**src/rtl/multicycle_controller.sv**
```systemverilog
// Multicycle ARM-subset control unit: instruction sequencing FSM, condition check against a
// split NZCV flag register, byte-lane enables and a memory-wait watchdog that parks in FAULT.
module multicycle_controller #(
    parameter bit BYTE_EN      = 1'b1,
    parameter int MEM_WAIT_MAX = 15
) (
    input  logic        clk,
    input  logic        reset,
    input  logic [31:5] Instr,
    input  logic [3:0]  ALUFlags,
    input  logic [1:0]  ALUAddr,    // low bits of the ALU-computed data address
    input  logic        mem_ready,
    output logic        mem_req,
    output logic        PCWrite,
    output logic        AdrSrc,
    output logic        IRWrite,
    output logic        RegWrite,
    output logic        MemWrite,
    output logic [1:0]  ResultSrc,
    output logic        ALUSrcA,
    output logic [1:0]  ALUSrcB,
    output logic [1:0]  ImmSrc,
    output logic [1:0]  RegSrc,
    output logic [1:0]  ALUControl,
    output logic [3:0]  be,
    output logic        fault
);

    typedef enum logic [3:0] {
        FETCH, DECODE, MEMADR, MEMRD, MEMWB, MEMWR, EXECR, EXECI, ALUWB, BRANCH, FAULT
    } state_t;

    typedef enum logic [3:0] {
        EQ = 4'b0000, NE = 4'b0001, CS = 4'b0010, CC = 4'b0011,
        MI = 4'b0100, PL = 4'b0101, VS = 4'b0110, VC = 4'b0111,
        HI = 4'b1000, LS = 4'b1001, GE = 4'b1010, LT = 4'b1011,
        GT = 4'b1100, LE = 4'b1101, AL = 4'b1110, NV = 4'b1111
    } cond_t;

    localparam logic [3:0] CMD_AND = 4'b0000;
    localparam logic [3:0] CMD_SUB = 4'b0010;
    localparam logic [3:0] CMD_ADD = 4'b0100;
    localparam logic [3:0] CMD_CMP = 4'b1010;
    localparam logic [3:0] CMD_ORR = 4'b1100;

    localparam int CW = $clog2(MEM_WAIT_MAX + 2);

    state_t        state, state_next;
    logic [3:0]    nzcv;
    logic [CW-1:0] wait_cnt;
    logic          cond_ex, cond_q;
    logic [1:0]    flag_w, flag_grp, alu_dec;
    logic          is_cmp, be_sel, timeout;

    logic [1:0] op;
    logic       unused_instr;

    assign op           = Instr[27:26];
    assign unused_instr = ^Instr[19:5];
    assign ImmSrc       = op;
    assign RegSrc       = {(op == 2'b01) && !Instr[20], op == 2'b10};
    assign fault        = (state == FAULT);
    assign timeout      = !mem_ready && (wait_cnt == CW'(MEM_WAIT_MAX));

    always_comb begin
        case (cond_t'(Instr[31:28]))
            EQ: cond_ex = nzcv[2];
            NE: cond_ex = !nzcv[2];
            CS: cond_ex = nzcv[1];
            CC: cond_ex = !nzcv[1];
            MI: cond_ex = nzcv[3];
            PL: cond_ex = !nzcv[3];
            VS: cond_ex = nzcv[0];
            VC: cond_ex = !nzcv[0];
            HI: cond_ex = nzcv[1] && !nzcv[2];
            LS: cond_ex = !nzcv[1] || nzcv[2];
            GE: cond_ex = (nzcv[3] == nzcv[0]);
            LT: cond_ex = (nzcv[3] != nzcv[0]);
            GT: cond_ex = !nzcv[2] && (nzcv[3] == nzcv[0]);
            LE: cond_ex = nzcv[2] || (nzcv[3] != nzcv[0]);
            AL: cond_ex = 1'b1;
            default: cond_ex = 1'b0;
        endcase
    end

    // flag_grp: which flag groups the command may load ({N,Z}, {C,V})
    always_comb begin
        alu_dec  = 2'b00;
        flag_grp = 2'b00;
        is_cmp   = 1'b0;
        case (Instr[24:21])
            CMD_ADD: begin alu_dec = 2'b00; flag_grp = 2'b11; end
            CMD_SUB: begin alu_dec = 2'b01; flag_grp = 2'b11; end
            CMD_AND: begin alu_dec = 2'b10; flag_grp = 2'b10; end
            CMD_ORR: begin alu_dec = 2'b11; flag_grp = 2'b10; end
            CMD_CMP: begin alu_dec = 2'b01; flag_grp = 2'b11; is_cmp = 1'b1; end
            default: ;
        endcase
    end

    // NOTE: every output and next-state gets a default first, so no path can infer a latch.
    always_comb begin
        state_next = state;
        mem_req    = 1'b0;
        PCWrite    = 1'b0;
        AdrSrc     = 1'b0;
        IRWrite    = 1'b0;
        RegWrite   = 1'b0;
        MemWrite   = 1'b0;
        ResultSrc  = 2'b00;
        ALUSrcA    = 1'b0;
        ALUSrcB    = 2'b00;
        ALUControl = 2'b00;
        flag_w     = 2'b00;
        be_sel     = 1'b0;
        case (state)
            FETCH: begin
                mem_req   = 1'b1;
                ALUSrcA   = 1'b1;
                ALUSrcB   = 2'b10;
                ResultSrc = 2'b10;
                if (mem_ready) begin
                    IRWrite    = 1'b1;
                    PCWrite    = 1'b1;
                    state_next = DECODE;
                end else if (timeout) begin
                    state_next = FAULT;
                end
            end
            DECODE: begin
                ALUSrcA   = 1'b1;
                ALUSrcB   = 2'b10;
                ResultSrc = 2'b10;
                case (op)
                    2'b01:   state_next = MEMADR;
                    2'b10:   state_next = BRANCH;
                    2'b00:   state_next = Instr[25] ? EXECI : EXECR;
                    default: state_next = FETCH;
                endcase
            end
            MEMADR: begin
                ALUSrcB    = 2'b01;
                ALUControl = Instr[23] ? 2'b00 : 2'b01;
                state_next = Instr[20] ? MEMRD : MEMWR;
            end
            MEMRD, MEMWR: begin
                mem_req  = 1'b1;
                AdrSrc   = 1'b1;
                be_sel   = 1'b1;
                MemWrite = (state == MEMWR) && cond_q;
                if (mem_ready)    state_next = (state == MEMRD) ? MEMWB : FETCH;
                else if (timeout) state_next = FAULT;
            end
            MEMWB: begin
                ResultSrc  = 2'b01;
                RegWrite   = cond_q;
                state_next = FETCH;
            end
            EXECR, EXECI: begin
                ALUSrcB    = (state == EXECI) ? 2'b01 : 2'b00;
                ALUControl = alu_dec;
                flag_w     = (Instr[20] && cond_q) ? flag_grp : 2'b00;
                state_next = is_cmp ? FETCH : ALUWB;
            end
            ALUWB: begin
                RegWrite   = cond_q;
                state_next = FETCH;
            end
            BRANCH: begin
                ALUSrcA    = 1'b1;
                ALUSrcB    = 2'b01;
                ResultSrc  = 2'b10;
                PCWrite    = cond_q;
                state_next = FETCH;
            end
            FAULT:   state_next = FAULT;
            default: state_next = FETCH;
        endcase

        // An asserted reset kills any in-flight access in the same cycle.
        if (!reset) begin
            mem_req  = 1'b0;
            PCWrite  = 1'b0;
            IRWrite  = 1'b0;
            RegWrite = 1'b0;
            MemWrite = 1'b0;
        end

        be = 4'b1111;
        if (state == FAULT)                     be = 4'b0000;
        else if (be_sel && BYTE_EN && Instr[22]) be = 4'b0001 << ALUAddr;
    end

    // NOTE: non-blocking assignments so every register samples pre-edge values.
    always_ff @(posedge clk) begin
        if (!reset) begin
            state    <= FETCH;
            nzcv     <= 4'b0000;
            wait_cnt <= '0;
            cond_q   <= 1'b0;
        end else begin
            state <= state_next;
            // Condition is frozen at decode so this instruction's own flag write can't affect it.
            if (state == DECODE) cond_q     <= cond_ex;
            if (flag_w[1])       nzcv[3:2]  <= ALUFlags[3:2];
            if (flag_w[0])       nzcv[1:0]  <= ALUFlags[1:0];
            if (state_next != state)         wait_cnt <= '0;
            else if (mem_req && !mem_ready)  wait_cnt <= wait_cnt + CW'(1);
        end
    end

endmodule
```
**config.mk**
```make
export PLATFORM = sky130hd
export DESIGN_NAME = multicycle_controller
export DESIGN_NICKNAME = d
export VERILOG_FILES = /design/src/rtl/multicycle_controller.sv
export SDC_FILE = /design/constraint.sdc
export NUM_CORES = 1
export LEC_CHECK = 0
export CAP_MARGIN = 0
export CORE_MARGIN = 5
export CORE_UTILIZATION = 30
export CTS_CLUSTER_DIAMETER = 200
export DETAILED_ROUTE_END_ITERATION = 12
export GPL_TIMING_DRIVEN = 0
export HOLD_SLACK_MARGIN = 0.15
export SETUP_SLACK_MARGIN = 0.5
export SYNTH_ARGS = -nofsm -noshare
export SYNTH_HDL_FRONTEND = slang
export SYNTH_SLANG_ARGS = --single-unit
```
**constraint.sdc**
```tcl
create_clock -name clk -period 2.5 [get_ports clk]
set_input_delay 0.25 -clock clk [delete_from_list [all_inputs] [get_ports clk]]
set_output_delay 0.25 -clock clk [all_outputs]
set_load 0.03 [all_outputs]
```
==> tab_implementation.tex, run 1 <==
\begin{tabular}{lr}
\hline
Metric & Value \\
\hline
\multicolumn{2}{l}{\textbf{Outcome}} \\
Status & completed \\
\multicolumn{2}{l}{\textbf{Floorplanning}} \\
Core area & 4320 µm² \\
Die outline area & 5820 µm² \\
Die outline height & 76.3 µm \\
Cell row count & 24 \\
\# IOs & 58 \\
Floorplan die width & 76.3 µm \\
Starting density of the core & 30.5\% \\
\multicolumn{2}{l}{\textbf{Detailed routing}} \\
Via total after detailed routing & 1392 \\
Post-detailed-routing wire length & 3600 µm \\
DR pass1 iterations & 4 \\
Post-route antenna net violation count & 0 \\
Met1 Wirelength & 1670 µm \\
Met3 layer wire length in the routed design & 148 µm \\
Routed length on met2 & 1730 µm \\
Wire length per cell & 13.5 µm \\
Top Layer Used & met4 \\
Drt first-iter violations & 73 \\
DRC & 0 \\
Vias per std cell & 5.23 \\
\multicolumn{2}{l}{\textbf{Synthesis}} \\
Number of unique standard cell types used by synthesis & 54 \\
Async SR Flop Fraction & 0\% \\
Area fraction of the dominant cell type after synthesis & 21.3\% \\
Synthesized netlist net count & 210 \\
Netlist area before placement & 1320 µm² \\
Syn Inst Count & 172 \\
Leading register cell type out of synthesis & dfxtp\_1 \\
Top cell type by total area after synthesis & dfxtp\_1 \\
Synth warn & 0 \\
Leading post-synthesis cells by cell area & dfxtp\_1, mux2i\_1, nand2b\_1 \\
EDFF count, synth & 0 \\
Part of the Yosys area used for sequential elements & 21.3\% \\
Synth Register Bits & 14 \\
Mean instance size in the synthesized netlist & 7.67 µm² \\
\multicolumn{2}{l}{\textbf{Place}} \\
PortBufs & 39 \\
Pre-CTS worst setup slack & 0.127 ns \\
Post-DP HPWL & 2840 µm \\
Placed Cells & 263 \\
Routability congestion estimate & 0.894 \\
\multicolumn{2}{l}{\textbf{Timing}} \\
Setup clock skew after layout & 0.000914 ns \\
Setup tns final & 0 ns \\
Headroom to the max-slew limit & 76.0\% \\
Setup ws final & 0.558 ns \\
Max Clock Freq & 0.515 GHz \\
Final-report max-slew violation count & 0 \\
Clock period minus final worst setup slack & 1.94 ns \\
Number of hold violations in the final report & 0 \\
Total setup violations reported at the end of the flow & 0 \\
RSZ-0062 raised after global routing & true \\
Final period util & 77.7\% \\
Transition time of the tightest slew-check pin & 0.351 ns \\
\multicolumn{2}{l}{\textbf{Power and ir drop}} \\
Leakage dissipation & 0.727 nW \\
Areal power density over the cells & 362 nW/µm² \\
Worst IR Drop VDD & 0.181 mV \\
Final Power & 0.663 mW \\
\multicolumn{2}{l}{\textbf{Cells and area}} \\
Share of post-route cells with drive strength above 1 & 21.5\% \\
Filler instances & 451 \\
Area added between synthesis and finish & 38.9\% \\
Utilization after layout & 42.4\% \\
Most common library cell in the layout ignoring fill and taps & clkdlybuf4s50\_1 \\
Commonest cells after routing, fill and taps aside & clkdlybuf4s50\_1, nor2\_1, dfxtp\_1 \\
\# nets final & 254 \\
Antenna diode count & 0 \\
Final standard cell count with taps included and fillers excluded & 266 \\
\multicolumn{2}{l}{\textbf{CTS}} \\
Clock tree root buffer cell & clkbuf\_8 \\
Clock tree from TritonCTS & done \\
Total number of H-tree levels & 1 \\
Num CTS Buffers & 3 \\
Clock insertion delay at the later pin of the skew report & 0.25 ns \\
Clock transition at the registers of the reported paths & 0.05 ns \\
CTS Sinks & 14 \\
Maximum buffer depth of the clock tree & 2 \\
Number of buffers added for setup after CTS & 0 \\
\multicolumn{2}{l}{\textbf{Setup path}} \\
Required arrival time at the worst endpoint & 2.68 ns \\
Setup crit start kind & flip-flop \\
Worst setup path category & reg -> reg \\
Kind of capture point of the worst setup path & flip-flop \\
Arrival time at the worst endpoint & 2.12 ns \\
Worst Path Max Fanout & 6 \\
\multicolumn{2}{l}{\textbf{Min path}} \\
Min-delay worst type & in -> reg \\
\multicolumn{2}{l}{\textbf{GRT}} \\
Overall Global Routing Usage & 11.9\% \\
Antenna violations before repair & 0 \\
Wire length of the first global-routing pass & 5990 µm \\
Global route overflow & 0 \\
Largest net degree at the start of global routing & 11 \\
Via count of the first global-routing pass & 1281 \\
\multicolumn{2}{l}{\textbf{Flow run}} \\
Number of max-capacitance violations reported & 0 \\
\hline
\end{tabular}
logic make-up (layout without fill, tap and decap cells):
| logic type | after synthesis | count (layout) | synth area share (%) |
|---|---|---|---|
| buffers and inverters | 19 | 61 | 7.21 |
| AND/OR/NAND/NOR | 81 | 81 | 37.4 |
| flip-flops | 14 | 14 | 21.3 |
| adder cells (fa/ha/maj) | 2 | 2 | 1.90 |
| XOR/XNOR | 8 | 8 | 5.31 |
| multiplexers | 8 | 8 | 6.07 |
| AO/OA/AOI/OAI | 40 | 40 | 20.9 |
sequential cells by signal, summed over array words and instances, names as in the netlist:
name      flops
wait_cnt      5
state         4
cond_q        1
nzcv          4
final timing paths:
check | start | end | slack (ns) | cells after the start
worst max-delay path | wait_cnt[0]$_SDFFE_PP0P_ | wait_cnt[4]$_SDFFE_PP0P_ | 0.56 | 7
worst min-delay path | Instr[28] | cond_q$_SDFFE_PN0P_ | 0.43 | 3
worst max register to register | wait_cnt[0]$_SDFFE_PP0P_ | wait_cnt[4]$_SDFFE_PP0P_ | 0.56 | 7
worst min register to register | wait_cnt[3]$_SDFFE_PP0P_ | wait_cnt[3]$_SDFFE_PP0P_ | 0.53 | 2
layer usage:
metal | GRT usage [%] | up-vias
met1 | 15.2 | 643
met5 | 0 | -
met4 | 4.20 | 0
li1 | - | 713
met2 | 20.0 | 31
met3 | 2.01 | 5
through the flow:
stage / cell area (µm²) / hold WS (ns)
after floorplan: 1320 / 0.416
after global placement: 1780 / 0.499
after detailed placement: 1780 / 0.513
after CTS: 1840 / 0.442
after global routing: 1830 / 0.480
final: 1830 / 0.431
area by class of cell:
class	count	area [µm²]	area share, %
Sequential cell	14	284	15.5
Clock buffer	3	41.3	2.25
Multi-Input combinational cell	139	980	53.5
Buffer	13	87.6	4.78
Tap cell	52	65.1	3.55
Timing Repair Buffer	39	352	19.2
Inverter	6	22.5	1.23
critical path: stages, from the launching register on:
cell and delay, ns:
dfxtp_2 0.33, ha_2 0.18, and3_4 0.18, ha_4 0.17, or4b_2 0.20, nand3_2 0.06, or4_4 0.58, nor3b_2 0.16
cells in the mapped netlist (2+ instances only):
cell and count:
a21oi_1 7, and2_1 2, buf_4 3, nor4_1 3, dfxtp_1 14, ha_1 2, a211oi_1 2, nand2b_1 11
nand4b_1 3, a21o_1 2, nor3b_1 6, nor2b_1 6, o21ai_0 7, nand3_1 4, clkbuf_1 4, o21a_1 5
o21ai_1 2, nor3_2 3, nand2_1 8, nand3b_1 2, nor2_1 14, mux2i_1 8, inv_1 5, xor2_1 5
a31oi_1 2, or3_1 2, xnor2_1 3, buf_2 3, nor3_1 9
what timing repair did:
action,in CTS,in global routing
resized for setup,34,37
hold buffers,0,0
setup endpoints to repair,23,22
pin swaps,1,4
where the power goes:
| group | switching, mW | internal [mW] |
|---|---|---|
| Clock | 0.0752 | 0.107 |
| Sequential | 0.00773 | 0.230 |
| Combinational | 0.137 | 0.106 |
| Total | 0.220 | 0.443 |
No activity file was read; power rests on OpenSTA's default activity.
==> inputs of run 2 (changes only) <==
Clock period 2.5 ns to 1.9 ns, I/O delays scaled along.
==> run 2 against run 1 <==
Register-to-register slack got worse by 0.54 ns. Sequential share of layout area fell by 4.5 points. Hold slack got worse by 0.045 ns. Power rose by 65%. Routed wire length rose by 35%. Cell count rose by 13%. Combinational power rose by 120%. Global-route usage rose by 2.7 points. First-iteration DRC count fell by 4.1%. Worst setup slack got worse by 0.54 ns. Non-clock buffer count rose by 35. Largest power group unchanged.
==> tab_implementation.tex, run 2 (same netlist as run 1, synthesis figures left out) <==
\begin{tabular}{lr}
\hline
Metric & Value \\
\hline
\multicolumn{2}{l}{\textbf{Outcome}} \\
Status & completed \\
\multicolumn{2}{l}{\textbf{Timing}} \\
Hold slack & 0.387 ns \\
Final period util & 99.0\% \\
Final-report max-slew violation count & 0 \\
Max Clock Freq & 0.531 GHz \\
Clock period minus final worst setup slack & 1.88 ns \\
Total setup violations reported at the end of the flow & 0 \\
Number of hold violations in the final report & 0 \\
Headroom to the max-slew limit & 73.1\% \\
Setup clock skew after layout & 0.00287 ns \\
RSZ-0062 raised after global routing & true \\
Setup tns final & 0 ns \\
Transition time of the tightest slew-check pin & 0.399 ns \\
\multicolumn{2}{l}{\textbf{Cells and area}} \\
\# nets final & 289 \\
Leading registers by flop count & wait\_cnt (5), nzcv (4), state (4) \\
Area added between synthesis and finish & 104\% \\
Antenna diode count & 0 \\
Commonest cells after routing, fill and taps aside & buf\_4, buf\_6, clkdlybuf4s50\_1 \\
Most common library cell in the layout ignoring fill and taps & buf\_4 \\
Register with the most flip-flops & wait\_cnt \\
Largest register FFs & 5 \\
Share of post-route cells with drive strength above 1 & 53.0\% \\
\multicolumn{2}{l}{\textbf{Detailed routing}} \\
Met3 layer wire length in the routed design & 232 µm \\
Top Layer Used & met4 \\
Wire length per cell & 16.2 µm \\
Via total after detailed routing & 1609 \\
Post-route antenna net violation count & 0 \\
Drt first-iter violations & 70 \\
Routed length on met2 & 2510 µm \\
Met1 Wirelength & 2000 µm \\
Vias per std cell & 5.35 \\
DR pass1 iterations & 4 \\
Post-detailed-routing wire length & 4870 µm \\
DRC & 0 \\
\multicolumn{2}{l}{\textbf{CTS}} \\
Num CTS Buffers & 3 \\
Clock tree from TritonCTS & done \\
Maximum buffer depth of the clock tree & 2 \\
Clock insertion delay at the later pin of the skew report & 0.24 ns \\
Clock tree root buffer cell & clkbuf\_8 \\
Total number of H-tree levels & 1 \\
Clock transition at the registers of the reported paths & 0.06 ns \\
CTS Hold Buffers Added & 0 \\
CTS Sinks & 14 \\
\multicolumn{2}{l}{\textbf{Floorplanning}} \\
Floorplan die width & 76.3 µm \\
Die outline area & 5820 µm² \\
Starting density of the core & 30.5\% \\
Die outline height & 76.3 µm \\
\# IOs & 58 \\
Cell row count & 24 \\
Core area & 4320 µm² \\
\multicolumn{2}{l}{\textbf{Setup path}} \\
Required arrival time at the worst endpoint & 2.02 ns \\
Arrival time at the worst endpoint & 2.01 ns \\
Critical Path Start & state[2]\$\_SDFF\_PN0\_ \\
Setup crit start kind & flip-flop \\
Kind of capture point of the worst setup path & flip-flop \\
Worst r2r src & state[2]\$\_SDFF\_PN0\_ \\
Worst Path Max Fanout & 6 \\
Worst setup path category & reg -> reg \\
\multicolumn{2}{l}{\textbf{GRT}} \\
Overall Global Routing Usage & 14.6\% \\
Global route overflow & 0 \\
Antenna violations before repair & 0 \\
Largest net degree at the start of global routing & 11 \\
Wire length of the first global-routing pass & 7380 µm \\
Via count of the first global-routing pass & 1528 \\
\multicolumn{2}{l}{\textbf{Power and ir drop}} \\
Areal power density over the cells & 406 nW/µm² \\
Worst IR Drop VDD & 0.538 mV \\
Leakage dissipation & 1.05 nW \\
\multicolumn{2}{l}{\textbf{Flow run}} \\
Number of max-capacitance violations reported & 0 \\
\multicolumn{2}{l}{\textbf{Place}} \\
Routability congestion estimate & 0.821 \\
Post-DP HPWL & 2970 µm \\
PortBufs & 39 \\
\multicolumn{2}{l}{\textbf{Min path}} \\
Min-delay worst type & in -> reg \\
Start point of the worst min-delay path & Instr[28] \\
\hline
\end{tabular}
[run 2: changes by cell type in the layout (fill, tap and decap cells not counted), moves of 5 or more]
| cell | previous run | this run |
|---|---|---|
| buf_12 | 0 | 6 |
| buf_4 | 4 | 26 |
| buf_6 | 2 | 25 |
| clkbuf_2 | 8 | 1 |
| clkdlybuf4s50_1 | 20 | 10 |
| nor3_1 | 9 | 3 |
| nor3_4 | 0 | 5 |
[run 2: worst max-delay path, cell delays in order, from the launching register on]
cell and delay [ns]:
dfxtp_2 0.31, buf_6 0.13, or4b_4 0.59, or3_4 0.42
o21ai_4 0.08, or4_4 0.20, a211oi_2 0.04
[run 2: metal layers]
layer | global-route usage (%) | vias up
li1 | - | 785
met1 | 18.6 | 766
met2 | 24.8 | 46
met3 | 3.43 | 12
met4 | 3.32 | 0
met5 | 0 | -
[run 2: final timing paths]
path / endpoint / slack, ns / cells past startpoint
min reg2reg: wait_cnt[3]$_SDFFE_PP0P_ / 0.51 / 2
max reg2reg: wait_cnt[3]$_SDFFE_PP0P_ / 0.02 / 6
max: wait_cnt[3]$_SDFFE_PP0P_ / 0.02 / 6
min: cond_q$_SDFFE_PN0P_ / 0.39 / 3
[run 2: area by class of cell]
class,instances,area [µm²]
Fill cell,349,1640
Multi-Input combinational cell,139,1340
Timing Repair Buffer,74,773
Sequential cell,14,295
Buffer,13,139
Tap cell,52,65.1
Clock buffer,3,41.3
Inverter,6,28.8
[run 2: timing repair]
action	CTS	global route
cloned	1	0
buffers inserted	19	15
gates resized for setup	183	36
setup endpoints to repair	36	35
pin swaps	8	17
hold endpoints to repair	0	0
[run 2: where the power goes]
group	switching (mW)	internal, mW
Sequential	0.0174	0.302
Clock	0.0994	0.140
Combinational	0.272	0.261
[run 2: metrics by stage]
step / setup slack, ns / instance area (µm²) / total power, mW / instances / utilization (%)
after floorplan: 0.104 / 1540 / 0.558 / 172 / -
after global placement: -0.583 / 1990 / 0.690 / 263 / 46.1
after detailed placement: -0.573 / 1990 / 0.689 / 263 / 46.1
after CTS: 0.0262 / 2420 / 1.02 / 286 / 56.0
after global routing: -0.0332 / 2690 / 1.15 / 301 / 62.1
final: 0.0182 / 2690 / 1.09 / 301 / 62.1
